`src/rtl/fifo_drain_mc.sv`:
```
// fifo_drain_mc: round-robin multi-channel FIFO drain engine with ap_ctrl start/ready/done/idle handshake.
// Optional watchdog on stalled channels is compiled in with `define FIFO_DRAIN_TIMEOUT_EN.
module fifo_drain_mc #(
    parameter int WIDTH   = 8,
    parameter int NCH     = 2,
    parameter int TIMEOUT = 1024
) (
    input  logic                 ap_clk,
    input  logic                 ap_rst,
    input  logic [31:0]          size,
    input  logic [31:0]          times,
    input  logic [NCH-1:0]       ch_mask,
    output logic [NCH-1:0]       fifo_rd_en,
    input  logic [NCH*WIDTH-1:0] fifo_rd_data,
    input  logic [NCH-1:0]       fifo_empty,
    input  logic                 ap_start,
    output logic                 ap_idle,
    output logic                 ap_ready,
    output logic                 ap_done,
    output logic [WIDTH-1:0]     checksum,
    output logic [31:0]          word_count,
    output logic                 err_timeout
);
    localparam int CW = (NCH > 1) ? $clog2(NCH) : 1;

    typedef enum logic [1:0] {IDLE, DRAIN, FINISH} state_t;
    state_t state;

    logic [31:0]    size_r;
    logic [31:0]    times_r;
    logic [NCH-1:0] mask_r;
    logic [31:0]    word_cnt;
    logic [31:0]    pass_cnt;
    logic [CW-1:0]  ch;
    logic           rd;
    logic           burst_end;
    logic           last_pass;
    logic           degenerate;
    logic           wd_fire;
    logic [CW:0]    nxt;
    logic           vld_p1;
    logic [CW-1:0]  sel_p1;

    // Returns {found, index} of the first enabled channel strictly above cur.
    function automatic logic [CW:0] next_above(input logic [NCH-1:0] m, input logic [CW-1:0] cur);
        logic [CW:0] r;
        r = '0;
        for (int i = NCH - 1; i >= 0; i--)
            if (m[i] && (i > int'(cur))) r = {1'b1, CW'(i)};
        return r;
    endfunction

    function automatic logic [CW-1:0] lowest(input logic [NCH-1:0] m);
        logic [CW-1:0] r;
        r = '0;
        for (int i = NCH - 1; i >= 0; i--)
            if (m[i]) r = CW'(i);
        return r;
    endfunction

    assign rd         = (state == DRAIN) && !fifo_empty[ch];
    assign burst_end  = rd && (word_cnt == size_r - 32'd1);
    assign last_pass  = (pass_cnt == times_r - 32'd1);
    assign degenerate = (size == 32'd0) || (times == 32'd0) || (ch_mask == '0);
    assign nxt        = next_above(mask_r, ch);

    assign ap_idle  = (state == IDLE) && !ap_start;
    assign ap_ready = (state == IDLE) && ap_start;
    assign ap_done  = (state == FINISH);

    always_comb begin
        fifo_rd_en = '0;
        if (rd && !ap_rst) fifo_rd_en[ch] = 1'b1;
    end

`ifdef FIFO_DRAIN_TIMEOUT_EN
    logic [31:0] wd_cnt;

    assign wd_fire = (state == DRAIN) && !rd && (wd_cnt == 32'(TIMEOUT - 1));

    always_ff @(posedge ap_clk) begin
        if (ap_rst || state != DRAIN || rd) wd_cnt <= '0;
        else                                wd_cnt <= wd_cnt + 32'd1;
    end
`else
    // Watchdog compiled out; TIMEOUT is referenced only so the parameter list stays uniform.
    assign wd_fire = 1'b0 && (TIMEOUT != 0);
`endif

    always_ff @(posedge ap_clk) begin
        if (ap_rst) begin
            state       <= IDLE;
            vld_p1      <= 1'b0;
            checksum    <= '0;
            word_count  <= '0;
            err_timeout <= 1'b0;
        end else begin
            // p1: FIFO data arrives one cycle after the strobe
            vld_p1 <= rd;
            sel_p1 <= ch;
            if (vld_p1) begin
                checksum   <= checksum ^ fifo_rd_data[sel_p1*WIDTH +: WIDTH];
                word_count <= word_count + 32'd1;
            end

            case (state)
                IDLE: begin
                    if (ap_start) begin
                        size_r      <= size;
                        times_r     <= times;
                        mask_r      <= ch_mask;
                        ch          <= lowest(ch_mask);
                        word_cnt    <= '0;
                        pass_cnt    <= '0;
                        checksum    <= '0;
                        word_count  <= '0;
                        err_timeout <= 1'b0;
                        state       <= degenerate ? FINISH : DRAIN;
                    end
                end
                DRAIN: begin
                    if (wd_fire) begin
                        err_timeout <= 1'b1;
                        state       <= FINISH;
                    end else if (rd) begin
                        if (!burst_end) begin
                            word_cnt <= word_cnt + 32'd1;
                        end else begin
                            word_cnt <= '0;
                            if (nxt[CW]) begin
                                ch <= nxt[CW-1:0];
                            end else begin
                                ch       <= lowest(mask_r);
                                pass_cnt <= pass_cnt + 32'd1;
                                if (last_pass) state <= FINISH;
                            end
                        end
                    end
                end
                FINISH:  state <= IDLE;
                default: state <= IDLE;
            endcase
        end
    end
endmodule

```
`config.mk`:
```
export PLATFORM = sky130hd
export DESIGN_NAME = fifo_drain_mc
export DESIGN_NICKNAME = d
export VERILOG_FILES = /design/src/rtl/fifo_drain_mc.sv
export SDC_FILE = /design/constraint.sdc
export NUM_CORES = 1
export LEC_CHECK = 0
export CAP_MARGIN = 5
export CORE_UTILIZATION = 49
export CTS_CLUSTER_DIAMETER = 80
export DETAILED_ROUTE_END_ITERATION = 16
export PLACE_DENSITY = 0.73
export SLEW_MARGIN = 10
export SYNTH_ARGS = -nofsm -noshare
export SYNTH_HDL_FRONTEND = slang
export SYNTH_SLANG_ARGS = --single-unit
```
`constraint.sdc`:
```
create_clock -name ap_clk -period 13.65 [get_ports ap_clk]
set_input_delay 1.365 -clock ap_clk [delete_from_list [all_inputs] [get_ports ap_clk]]
set_output_delay 1.365 -clock ap_clk [all_outputs]
set_load 0.05 [all_outputs]
```
# Word level (Yosys, flattened, before mapping)
# Cells that the tools add are included.
op_classes:
  n_addsub: 5
  multipliers: 0
  div: 0
  order_cmp: 3
  eq_ne: 9
  shifts: 1
  mux: 36
  n_bitwise: 2
  n_reduce_logical: 22
ops:
  columns: ["cell", "count"]
  rows:
  - ["2-to-1 mux 32 bit", 9]
  - ["case mux 32 bit (2 select lines)", 2]
  - ["adder 32 x 1 -> 32 bit, second input constant", 3]
  - ["equality test 32 bit", 2]
  - ["logical NOT 32 bit", 2]
  - ["subtractor 32 x 1 -> 32 bit, second input constant", 2]
  - ["2-to-1 mux 8 bit", 3]
  - ["2-to-1 mux 2 bit", 8]
  - ["indexed part select 16 x 5 -> 8 bit", 1]
  - ["2-to-1 mux 1 bit", 11]
  - ["inequality test 2 bit, second input constant", 5]
  - ["AND reduction 5 bit", 2]
  - ["bitwise XOR 8 bit", 1]
  - ["logical AND 1 bit", 7]
  - ["AND reduction 6 bit", 1]
  - ["logical NOT 2 bit", 2]
  - ["case mux 2 bit (2 select lines)", 1]
  - ["AND reduction 4 bit", 1]
  - ["logical NOT 1 bit", 3]
  - ["AND reduction 3 bit", 1]
  - ["equality test 2 x 1 -> 1 bit, second input constant", 1]
  - ["equality test 2 bit, second input constant", 1]
  - ["logical OR 1 bit", 2]
  - ["less-than comparator 1 x 2 -> 1 bit, second input constant", 1]
  - ["6 further kinds", 6]
totals:
  register_bits: 175
  latch_bits: 0
  ramBits: 0
  romBits: 0
  in_bits: 87
  output_inout_bits: 46
  elab_cells: 89
  memories: 0

# Logic depth before layout (Yosys ltp)
logic_depth:
  word_depth: 8
  mapped_depth: 12
  mapped_depth_nobuf: 10

# Worst setup path before layout
# Ideal clock, no wire load.
synth_path:
  path_type: "input to register"
  start: "input port fifo_empty[1]"
  end: "register pass_cnt[0] (enable)"
  arrival_ns: 4.415
  t_required_ns: 13.257
  setup_slack_ns: 8.842
  stages: 4
  path_buffers: 0
  cell_sequence: "nor2b_1 o21ai_0 a21oi_1 o311a_1"
synth_via:
  elab_chain_len: 7
synth_lines:
  columns: ["item", "line", "text"]
  rows:
  - ["from (decl)", "15", "input logic [NCH-1:0] fifo_empty,"]
  - ["2-to-1 mux 1 bit (implied by the code) * (2 in a row)", "61", "assign rd = (state == DRAIN) && !fifo_empty[ch];"]
  - ["logical NOT 1 bit *", "61", null]
  - ["logical AND 1 bit *", "61", null]
  - ["logical AND 1 bit", "62", "assign burst_end = rd && (word_cnt == size_r - 32'd1);"]
  - ["inequality test 2 bit (no line)", null, null]
  - ["AND reduction 6 bit (no line) *", null, null]
  - ["to (signal assigned)", "134", "pass_cnt <= pass_cnt + 32'd1;"]
  - ["to (decl)", "33", "logic [31:0] pass_cnt;"]
# Every way passes the cells marked *; elsewhere a longest branch is shown, timed or not. The select of a mux whose other input is x is not followed.
# A chain may end at the register's enable or synchronous reset.

# Worst setup path in the final report
layout_path:
  start: "input port fifo_empty[0]"
  end: "output port fifo_rd_en[1]"
layout_via:
  elab_chain_len: 6
layout_lines:
  columns: ["item", "line", "text"]
  rows:
  - ["2-to-1 mux 1 bit (implied by the code) (2 in a row)", "61", null]
  - ["logical NOT 1 bit", "61", null]
  - ["logical AND 1 bit", "61", null]
  - ["logical AND 1 bit", "73", "if (rd && !ap_rst) fifo_rd_en[ch] = 1'b1;"]
  - ["2-to-1 mux 2 bit", "73", null]
  - ["to (decl)", "13", "output logic [NCH-1:0] fifo_rd_en,"]
# No other way between the ends. The select of a mux whose other input is x is not followed.

==> run_results.csv <==
group,metric,value,unit
placement,gp_congestion,0.824,
global_route,grt_usage,22.8,%
status,outcome,"complete, no violations",
global_route,grt_max_degree,67,
placement,place_area,11300,um2
route,firstDrtPassIters,5,
yosys,synth_area_leader_cell,"edfxtp_1",
yosys,synth_commonest_cells,"nor2_1 (138), edfxtp_1 (132), xor2_1 (92), xnor2_1 (81), nand2_1 (71)",
yosys,yosysSeqAreaShare,49.9,%
clocking,h-tree-depth,4,
placement,numPortBuffers,131,
yosys,synth_seq_cells,175,
setup_path,rr_worst_depth,12,
route,drt-total-wl,22.4,mm
power_and_ir_drop,leakage,3.73,nW
clocking,cts_tree,"built",
die,boundaryPins,133,
yosys,ys_async_sr_fraction,0,%
sta,max_slew.worst_pin.slew,1.11,ns
yosys,syn-mean-instance-area,10.2,um2
setup_path,critical_path_class,"in -> out",
power_and_ir_drop,p_clk_share,37.1,%
global_route,grt_overflow,0,
final_layout,final_area,11800,um2
setup_path,r2r-start,"size_r[0]$_DFFE_PP_",
setup_path,required,12.28,ns
sta,drv_slew,0,
sta,grt_setup_unrepaired,"false",
yosys,netlist_area,9670,um2
yosys,ys.flop_type,"edfxtp_1",
final_layout,drive_gt1_share,5.69,%
power_and_ir_drop,p_int,0.954,mW
yosys,synth.most_common_cell,"nor2_1",
worst_hold_path,min_to,"checksum[7]$_SDFF_PP0_",
yosys,synth.distinct_cells,62,
yosys,netlist_instances,947,
clocking,clkTransAtPathRegs,0.07,ns
power_and_ir_drop,peakVddDrop,0.0716,mV
die,die_w,142,um
global_route,grt_pass1_wl,35.8,mm
clocking,insertion_delay,0.43,ns
sta,final_hold_viol_count,0,
yosys,synth_area_leaders,"edfxtp_1 (41%), dfxtp_1 (8.9%), xor2_1 (8.3%)",
placement,hpwlAfterDp,16.7,mm
setup_path,r2r_end,"pass_cnt[8]$_SDFFCE_PN0P_",
sta,final.setup.tns,0,ns
sta,period_share,37.5,%
setup_path,worstPathMaxFanout,4,
setup_path,end_kind,"output port",
die,core_area,19400,um2
route,via_count,7626,
clocking,clk_path_buf_depth,2,
yosys,yosysWarnings,0,
power_and_ir_drop,power.switching,0.364,mW
yosys,synth-edff-count,132,
yosys,synth_nets,1039,
global_route,first_global_vias,7093,
clocking,clock-sinks,175,
route,drc,0,
sta,relSlewSlack,25.4,%
clocking,post_cts_resized,0,
job,drv_cap,0,
setup_path,arrival,3.76,ns
clocking,postCtsSetupBuffers,0,
sta,skew,0.0115,ns
setup_path,reg2reg_slack,8.79,ns
route,avgViaCountPerCell,5.63,
power_and_ir_drop,seq_power_share,49.9,%
route,ant_nets,0,
yosys,synth.top_cell.area_share,41.0,%
route,drt-initial-drc-count,488,
die,dieArea,20300,um2
worst_hold_path,hp-class,"reg -> reg",
power_and_ir_drop,swShare,27.6,%
power_and_ir_drop,power.density,111,nW/um2
clocking,cts_hold_buf,0,
sta,fmax,195,MHz
sta,min_period,5.12,ns
final_layout,antenna_cells,0,
final_layout,finalNetCount,1168,
die,die_y,142,um
die,initial_core_util,49.9,%
sta,final-setup-viol-count,0,
global_route,antenna_found_initial,0,
worst_hold_path,hold_path_depth,2,
setup_path,start_kind,"input pin",
final_layout,area_growth,22.3,%
route,avgRoutedWirePerCell,16.6,um
power_and_ir_drop,pwr-share-comb,13.1,%
die,row_count,51,
clocking,cts-root-buf,"clkbuf_16",
clocking,numCtsBuffers,17,
worst_hold_path,min_from,"checksum[7]$_SDFF_PP0_",
metal layers:
layer / track usage [%] / vias to the layer above / wire (um)
met5: 0 / - / 0
li1: - / 3734 / -
met1: 30.9 / 3584 / 10200
met3: 4.91 / 33 / 1570
met2: 36.7 / 275 / 10300
met4: 6.68 / 0 / 337
cell families after synthesis:
logic type | after synthesis | share of synthesized area, %
AO/OA/AOI/OAI | 68 | 4.77
XOR/XNOR | 173 | 15.7
adder cells (fa/ha/maj) | 5 | 0.647
buffers and inverters | 37 | 1.71
flip-flops | 175 | 49.9
multiplexers | 16 | 1.77
other | 1 | 0.0388
AND/OR/NAND/NOR | 472 | 25.5
registers in the layout, summed over array words and instances (netlist names):
register	flops
pass_cnt	32
size_r	32
times_r	32
word_cnt	32
word_count	32
checksum	8
mask_r	2
state	2
ch	1
sel_p1	1
vld_p1	1
worst max-delay path, cell delays in order:
cell             delay (ns)
clkdlybuf4s50_1        0.48
nor2_1                 0.05
o21ai_0                0.86
nor2_1                 0.10
and2_1                 0.20
clkdlybuf4s50_1        0.70
power groups by stage:
stage	clock [mW]	combinational (mW)	sequential [mW]
after floorplan	0	0.115	0.655
after global placement	0	0.169	0.667
after detailed placement	0	0.172	0.668
after CTS	0.496	0.173	0.656
after global routing	0.518	0.189	0.661
final	0.488	0.173	0.657
worst max path at each step:
stage,startpoint,end,slack [ns],cells after the start
after floorplan,fifo_empty[1],pass_cnt[0]$_SDFFCE_PN0P_,8.84,4
after global placement,fifo_empty[0],fifo_rd_en[1],8.51,6
after detailed placement,fifo_empty[0],fifo_rd_en[1],8.49,6
after CTS,fifo_empty[0],fifo_rd_en[1],8.49,6
after global routing,fifo_empty[0],fifo_rd_en[1],8.45,6
final,fifo_empty[0],fifo_rd_en[1],8.53,6
final cells by class:
| type | instances | area [um2] |
|---|---|---|
| multi-input combinational | 735 | 4700 |
| sequential | 175 | 4820 |
| timing repair buffer | 136 | 1350 |
| fill | 1663 | 7570 |
| clock inverter | 14 | 131 |
| inverter | 11 | 41.3 |
| tap | 265 | 332 |
| clock buffer | 18 | 450 |
layout by cell type, fill, tap and decap left out, types with 3 or more instances in the layout:
| master | instances |
|---|---|
| a31oi_1 | 6 |
| or4_1 | 15 |
| or4b_2 | 3 |
| ha_1 | 5 |
| nor3b_1 | 3 |
| nor4b_1 | 3 |
| clkdlybuf4s50_1 | 131 |
| nand4b_1 | 9 |
| nand2_1 | 71 |
| nor4_1 | 45 |
| inv_8 | 3 |
| nand2b_1 | 4 |
| nor3_1 | 31 |
| o211ai_1 | 7 |
| o21ai_0 | 17 |
| mux2i_1 | 7 |
| and2_1 | 9 |
| nor2b_1 | 12 |
| edfxtp_1 | 132 |
| nand3_1 | 37 |
| and4_1 | 11 |
| inv_6 | 7 |
| or3_1 | 20 |
| xor2_1 | 92 |
| a211oi_1 | 3 |
| nor2_1 | 137 |
| a21oi_1 | 13 |
| xnor2_1 | 81 |
| nand3b_1 | 5 |
| clkbuf_16 | 18 |
| buf_4 | 5 |
| mux2_2 | 9 |
| and3_1 | 17 |
| inv_1 | 11 |
| dfxtp_1 | 43 |
| nand4_1 | 28 |
metrics by stage:
step                total power [mW]  hold slack [ns]  util, %  setup WS, ns  instances
floorplan                      0.770            0.528        -          8.84        947
global placement               0.836            0.470     58.0          8.51       1322
detailed placement             0.840            0.493     58.0          8.49       1322
CTS                             1.33            0.510     61.0          8.49       1354
global route                    1.37            0.536     61.0          8.45       1354
finish                          1.32            0.509     61.0          8.53       1354
No activity file was read; power rests on OpenSTA's default activity.
